File: config.mk
export PLATFORM = sky130hd
export DESIGN_NAME = vga_sync_gen
export DESIGN_NICKNAME = d
export VERILOG_FILES = /design/src/rtl/vga_pkg.sv /design/src/rtl/vga_axis_counter.sv /design/src/rtl/vga_sync_gen.sv
export SDC_FILE = /design/constraint.sdc
export NUM_CORES = 1
export LEC_CHECK = 0
export BUFFER_PORTS_ARGS = -buffer_cell sky130_fd_sc_hd__buf_2
export CORE_MARGIN = 2
export CORE_UTILIZATION = 55
export DETAILED_ROUTE_END_ITERATION = 16
export GPL_ROUTABILITY_DRIVEN = 0
export PLACE_DENSITY = 0.86
export SYNTH_ARGS = -nofsm -noshare
export SYNTH_HDL_FRONTEND = slang
export SYNTH_SLANG_ARGS = --single-unit
File: constraint.sdc
create_clock -name CLK -period 1.9 [get_ports CLK]
set_input_delay 0.38 -clock CLK [delete_from_list [all_inputs] [get_ports CLK]]
set_output_delay 0.38 -clock CLK [all_outputs]
set_load 0.005 [all_outputs]
File: src/rtl/vga_pkg.sv
// ============================================================================
// Module   : vga_pkg
// Brief    : 800x600@60 Hz raster timing constants shared by the VGA blocks.
// Revision : 1.0 - initial release
// ============================================================================
`default_nettype none

package vga_pkg;

    localparam int c_H_VIS    = 800;
    localparam int c_H_FP     = 40;
    localparam int c_H_SYNC   = 128;
    localparam int c_H_BP     = 88;
    localparam int c_H_TOTAL  = c_H_VIS + c_H_FP + c_H_SYNC + c_H_BP;

    localparam int c_V_VIS    = 600;
    localparam int c_V_FP     = 1;
    localparam int c_V_SYNC   = 4;
    localparam int c_V_BP     = 23;
    localparam int c_V_TOTAL  = c_V_VIS + c_V_FP + c_V_SYNC + c_V_BP;

    localparam int c_ADDR_W   = 11;
    localparam bit c_SYNC_POL = 1'b1;

endpackage

`default_nettype wire

File: src/rtl/vga_axis_counter.sv
// ============================================================================
// Module   : vga_axis_counter
// Brief    : One raster axis: wrapping counter plus sync/visible window decode.
// Revision : 1.0 - initial release
// ============================================================================
`default_nettype none

module vga_axis_counter
    import vga_pkg::*;
#(
    parameter int CNT_W      = c_ADDR_W,
    parameter int TOTAL      = c_H_TOTAL,
    parameter int SYNC_START = c_H_VIS + c_H_FP,
    parameter int SYNC_END   = c_H_VIS + c_H_FP + c_H_SYNC - 1,
    parameter int VIS        = c_H_VIS
) (
    input  logic             clk,
    input  logic             rst,
    input  logic             step,
    output logic [CNT_W-1:0] count,
    output logic             wrap,
    output logic             in_sync,
    output logic             in_vis
);

    logic [CNT_W-1:0] r_count;
    logic             w_at_max;

    assign w_at_max = (r_count == CNT_W'(TOTAL - 1));
    // wrap marks the edge on which this axis rolls over, so it can step the next axis
    assign wrap     = step && w_at_max;
    assign count    = r_count;
    assign in_sync  = (r_count >= CNT_W'(SYNC_START)) && (r_count <= CNT_W'(SYNC_END));
    assign in_vis   = (r_count < CNT_W'(VIS));

    always_ff @(posedge clk) begin
        if (rst) begin
            r_count <= '0;
        end else if (step) begin
            r_count <= w_at_max ? '0 : r_count + 1'b1;
        end
    end

endmodule

`default_nettype wire

File: src/rtl/vga_sync_gen.sv
// ============================================================================
// Module   : vga_sync_gen
// Brief    : Free-running VGA raster generator (syncs, visible addresses,
//            ready and frame-start). Define VGA_SYNC_FRAME_CNT_EN to add the
//            8-bit Frame_Cnt_Sig output.
// Revision : 1.0 - initial release
// ============================================================================
`default_nettype none

module vga_sync_gen
    import vga_pkg::*;
#(
    parameter int H_VIS    = c_H_VIS,
    parameter int H_FP     = c_H_FP,
    parameter int H_SYNC   = c_H_SYNC,
    parameter int H_BP     = c_H_BP,
    parameter int V_VIS    = c_V_VIS,
    parameter int V_FP     = c_V_FP,
    parameter int V_SYNC   = c_V_SYNC,
    parameter int V_BP     = c_V_BP,
    parameter bit SYNC_POL = c_SYNC_POL
) (
    input  logic                CLK,
    input  logic                RST,
    output logic                HSYNC_Sig,
    output logic                VSYNC_Sig,
    output logic [c_ADDR_W-1:0] Column_Addr_Sig,
    output logic [c_ADDR_W-1:0] Row_Addr_Sig,
    output logic                Ready_Sig,
    output logic                Frame_Start_Sig
`ifdef VGA_SYNC_FRAME_CNT_EN
    ,
    output logic [7:0]          Frame_Cnt_Sig
`endif
);

    localparam int c_H_TOTAL = H_VIS + H_FP + H_SYNC + H_BP;
    localparam int c_V_TOTAL = V_VIS + V_FP + V_SYNC + V_BP;

    logic [c_ADDR_W-1:0] w_h_cnt;
    logic [c_ADDR_W-1:0] w_v_cnt;
    logic                w_h_wrap;
    logic                w_v_wrap;
    logic                w_h_sync;
    logic                w_v_sync;
    logic                w_h_vis;
    logic                w_v_vis;
    logic                w_vis;
    logic                r_at_origin;

    vga_axis_counter #(
        .CNT_W      (c_ADDR_W),
        .TOTAL      (c_H_TOTAL),
        .SYNC_START (H_VIS + H_FP),
        .SYNC_END   (H_VIS + H_FP + H_SYNC - 1),
        .VIS        (H_VIS)
    ) u_h_axis (
        .clk     (CLK),
        .rst     (RST),
        .step    (1'b1),
        .count   (w_h_cnt),
        .wrap    (w_h_wrap),
        .in_sync (w_h_sync),
        .in_vis  (w_h_vis)
    );

    vga_axis_counter #(
        .CNT_W      (c_ADDR_W),
        .TOTAL      (c_V_TOTAL),
        .SYNC_START (V_VIS + V_FP),
        .SYNC_END   (V_VIS + V_FP + V_SYNC - 1),
        .VIS        (V_VIS)
    ) u_v_axis (
        .clk     (CLK),
        .rst     (RST),
        .step    (w_h_wrap),
        .count   (w_v_cnt),
        .wrap    (w_v_wrap),
        .in_sync (w_v_sync),
        .in_vis  (w_v_vis)
    );

    assign w_vis = w_h_vis && w_v_vis;

    // Counters sit at (0,0) exactly after reset or after a full-frame wrap,
    // so tracking those two events replaces a wide compare against zero.
    always_ff @(posedge CLK) begin
        if (RST) begin
            r_at_origin <= 1'b1;
        end else begin
            r_at_origin <= w_v_wrap;
        end
    end

    always_ff @(posedge CLK) begin
        if (RST) begin
            HSYNC_Sig       <= ~SYNC_POL;
            VSYNC_Sig       <= ~SYNC_POL;
            Column_Addr_Sig <= '0;
            Row_Addr_Sig    <= '0;
            Ready_Sig       <= 1'b0;
            Frame_Start_Sig <= 1'b0;
        end else begin
            HSYNC_Sig       <= w_h_sync ? SYNC_POL : ~SYNC_POL;
            VSYNC_Sig       <= w_v_sync ? SYNC_POL : ~SYNC_POL;
            Column_Addr_Sig <= w_vis ? w_h_cnt : '0;
            Row_Addr_Sig    <= w_vis ? w_v_cnt : '0;
            Ready_Sig       <= w_vis;
            Frame_Start_Sig <= r_at_origin;
        end
    end

`ifdef VGA_SYNC_FRAME_CNT_EN
    logic r_frame_seen;

    // The first frame start after reset only arms the counter.
    always_ff @(posedge CLK) begin
        if (RST) begin
            r_frame_seen  <= 1'b0;
            Frame_Cnt_Sig <= '0;
        end else if (r_at_origin) begin
            r_frame_seen <= 1'b1;
            if (r_frame_seen) begin
                Frame_Cnt_Sig <= Frame_Cnt_Sig + 8'd1;
            end
        end
    end
`endif

endmodule

`default_nettype wire

==> impl_metrics.tcl <==
set metrics [dict create \
    cp.required_ns 2.20 \
    finalCritPeriodShare 0.940 \
    postCtsSetupBuffers 0 \
    grt_pass1_wl_um 5510 \
    antenna_found_initial 0 \
    final_cell_area_sq_um 2180 \
    synth.distinct_cells 44 \
    skew_ns 0.00629 \
    cts_tree "built" \
    die_area_sq_um 3940 \
    dp_slack_ns 0.0919 \
    min_path_type "input port to flop" \
    place_area_sq_um 2120 \
    clkPwrFrac 0.295 \
    hold_viol 0 \
    fp.coreArea_sq_um 3340 \
    die_h_um 62.8 \
    fp.dieW_um 62.8 \
    grt_max_degree 22 \
    path_buf_inv 0 \
    fin_setup_tns_ns 0 \
    swShare 0.227 \
    yosys_warnings 0 \
    drive_above_1_share 0.251 \
    cts.clk_slew.worst_paths_ns 0.13 \
    post-route-util 0.653 \
    dp_hpwl_um 2400 \
    internal_power_mw 1.21 \
    crit_type "flop to flop" \
    pin_count 28 \
    finalCriticalPeriod_ns 1.79 \
    synth.area.top_cells "dfxtp_1 52%, and2_1 6.3%, nor2_1 4.1%" \
    synth_edf_count 0 \
    syn_area_per_cell_sq_um 10.0 \
    avgRoutedWirePerCell_um 12.0 \
    ys_seq_area_frac 0.516 \
    ys_ff_latch 49 \
    worstPathMaxFanout 10 \
    synthArstFlopShare 0 \
    drtIter0Drc 87 \
    seqPwrFrac 0.672 \
    yosys.area.top_type_share 0.516 \
    setup_ws_ns 0.114 \
    antenna_cells 0 \
    power.leakage_nw 0.910 \
    setup_viol_count_final 0 \
    synth_ff_type "dfxtp_1" \
    vias 1400 \
    syn_area_sq_um 1900 \
    area.growth.synth_to_final_pct 14.6 \
    clock_sinks 49 \
    port_buffers 27 \
    end_kind "flop" \
    h-tree-depth 2 \
    layout_common_cells "48 x dfxtp_1, 27 x buf_2, 21 x nor2_1" \
    grt.overflow.total 0 \
    detail_route.first_pass.iterations 4 \
    grt.total_usage 0.181 \
    num_rows 21 \
    nets 232 \
    final_common_cell "dfxtp_1" \
    worstPathArrival_ns 2.09 \
    wl_um 3280 \
    ant_nets 0 \
    routed_via_density 5.13 \
    cp_top_family "simple AND/OR/NAND/NOR gates" \
    crit_path_start_kind "flop" \
    ir_drop_uv 303 \
    path_cells "ha_1, and4_2, nand3_4, or4_1, a21oi_1" \
    clockBufferDepth 2 \
    first_global_vias 1248 \
    power.total_mw 1.56 \
    yosysTopAreaCell "dfxtp_1" \
    clock_latency_ns 0.36 \
    slowest_delay_ns 0.53 \
    critical_path.slowest_cell "or4_1" \
    cts_buffers 5 \
    drv_cap 0 \
    rsz0062_at_grt "false" \
    status "complete, no violations" \
    syn_inst 190 \
    initial_core_util 0.570 \
    drv_slew 0 \
    ctsRootBufferMaster "clkbuf_4" \
    drc_errors 0 \
    fmax_mhz 560 \
    p_per_area_nw_per_um2 717 \
    switchingPower_uw 354 \
    pwr-share-comb 0.034 \
]
==> final cells by class <==
| type | count | area [sq um] |
|---|---|---|
| clock inverter | 2 | 15.0 |
| multi-input combinational | 127 | 850 |
| inverter | 6 | 22.5 |
| sequential | 49 | 982 |
| tap | 46 | 57.6 |
| clock buffer | 6 | 41.3 |
| timing repair buffer | 37 | 210 |
| fill | 272 | 1160 |
==> power groups by stage <==
stage | registers (mW) | clock network [mW] | logic [mW]
CTS | 1.05 | 0.472 | 0.0528
detailed placement | 1.07 | 0 | 0.0525
global route | 1.05 | 0.521 | 0.0592
finish | 1.05 | 0.461 | 0.0524
global placement | 1.07 | 0 | 0.0520
floorplan | 1.07 | 0 | 0.0281
==> metrics by stage <==
| step | hold slack, ns | cells |
|---|---|---|
| 3_3_place_gp | 0.424 | 265 |
| 2_1_floorplan | 0.414 | 191 |
| 3_5_place_dp | 0.440 | 265 |
| 6_report | 0.337 | 273 |
| 5_1_grt | 0.348 | 273 |
| 4_1_cts | 0.337 | 273 |
==> worst min-delay path: stages <==
cell and delay, ns:
buf_2 0.09, or2_2 0.14, a211oi_1 0.05
==> cells in the mapped netlist, types with 2 or more instances <==
cell	n
and3_1	5
and4_1	2
nor4_1	4
nand3_1	5
or4_1	2
o22ai_1	2
a21oi_1	4
mux2i_1	2
buf_6	2
nand4_1	7
a211oi_1	2
nor3_1	3
xnor2_1	5
nor2_1	21
buf_2	2
inv_1	6
and2_1	19
ha_1	4
dfxtp_1	49
nand2_1	8
xor2_1	7
nor2b_1	2
clkbuf_1	3
mux2_2	2
o31ai_1	2
nor4b_1	2
==> worst paths after layout <==
path | from | end | slack, ns | depth (start not counted)
hold reg to reg | r_at_origin | Frame_Start_Sig | 0.46 | 1
hold / removal | RST | HSYNC_Sig | 0.34 | 3
setup / recovery | u_h_axis.count[1] | u_v_axis.count[6] | 0.11 | 5
setup reg to reg | u_h_axis.count[1] | u_v_axis.count[6] | 0.11 | 5
==> flip-flops by register name, indices dropped and copies added, names as in the netlist <==
name / count
u_v_axis.count: 11
Column_Addr_Sig: 11
u_h_axis.count: 11
r_at_origin: 1
HSYNC_Sig: 1
Ready_Sig: 1
VSYNC_Sig: 1
Row_Addr_Sig: 11
Frame_Start_Sig: 1
==> cell families (layout without fill, tap and decap cells) <==
family          after synthesis  in the layout  share of synthesized area
mux                           4              4                     0.0224
fa+ha+maj                     4              4                     0.0263
compound gates               13             13                     0.0434
flops                        49             49                      0.516
simple gates                 92             92                      0.295
other cells                   1              2                    0.00197
buf+inv                      15             51                     0.0395
xor+xnor                     12             12                     0.0553
==> routing by layer <==
| metal | vias up | part of all wire | global-route usage |
|---|---|---|---|
| met5 | - | 0 | 0 |
| met4 | 0 | 0.023 | 0.114 |
| met3 | 6 | 0.055 | 0.0450 |
| met2 | 48 | 0.46 | 0.274 |
| met1 | 635 | 0.46 | 0.230 |
| li1 | 711 | - | - |
==> what timing repair did <==
action | 4_1_cts | 5_1_grt
setup endpoints to repair | 0 | 3
resized for setup | 0 | 2
hold buffers | 0 | 0
Note: power is estimated with default switching activity, not from simulation.
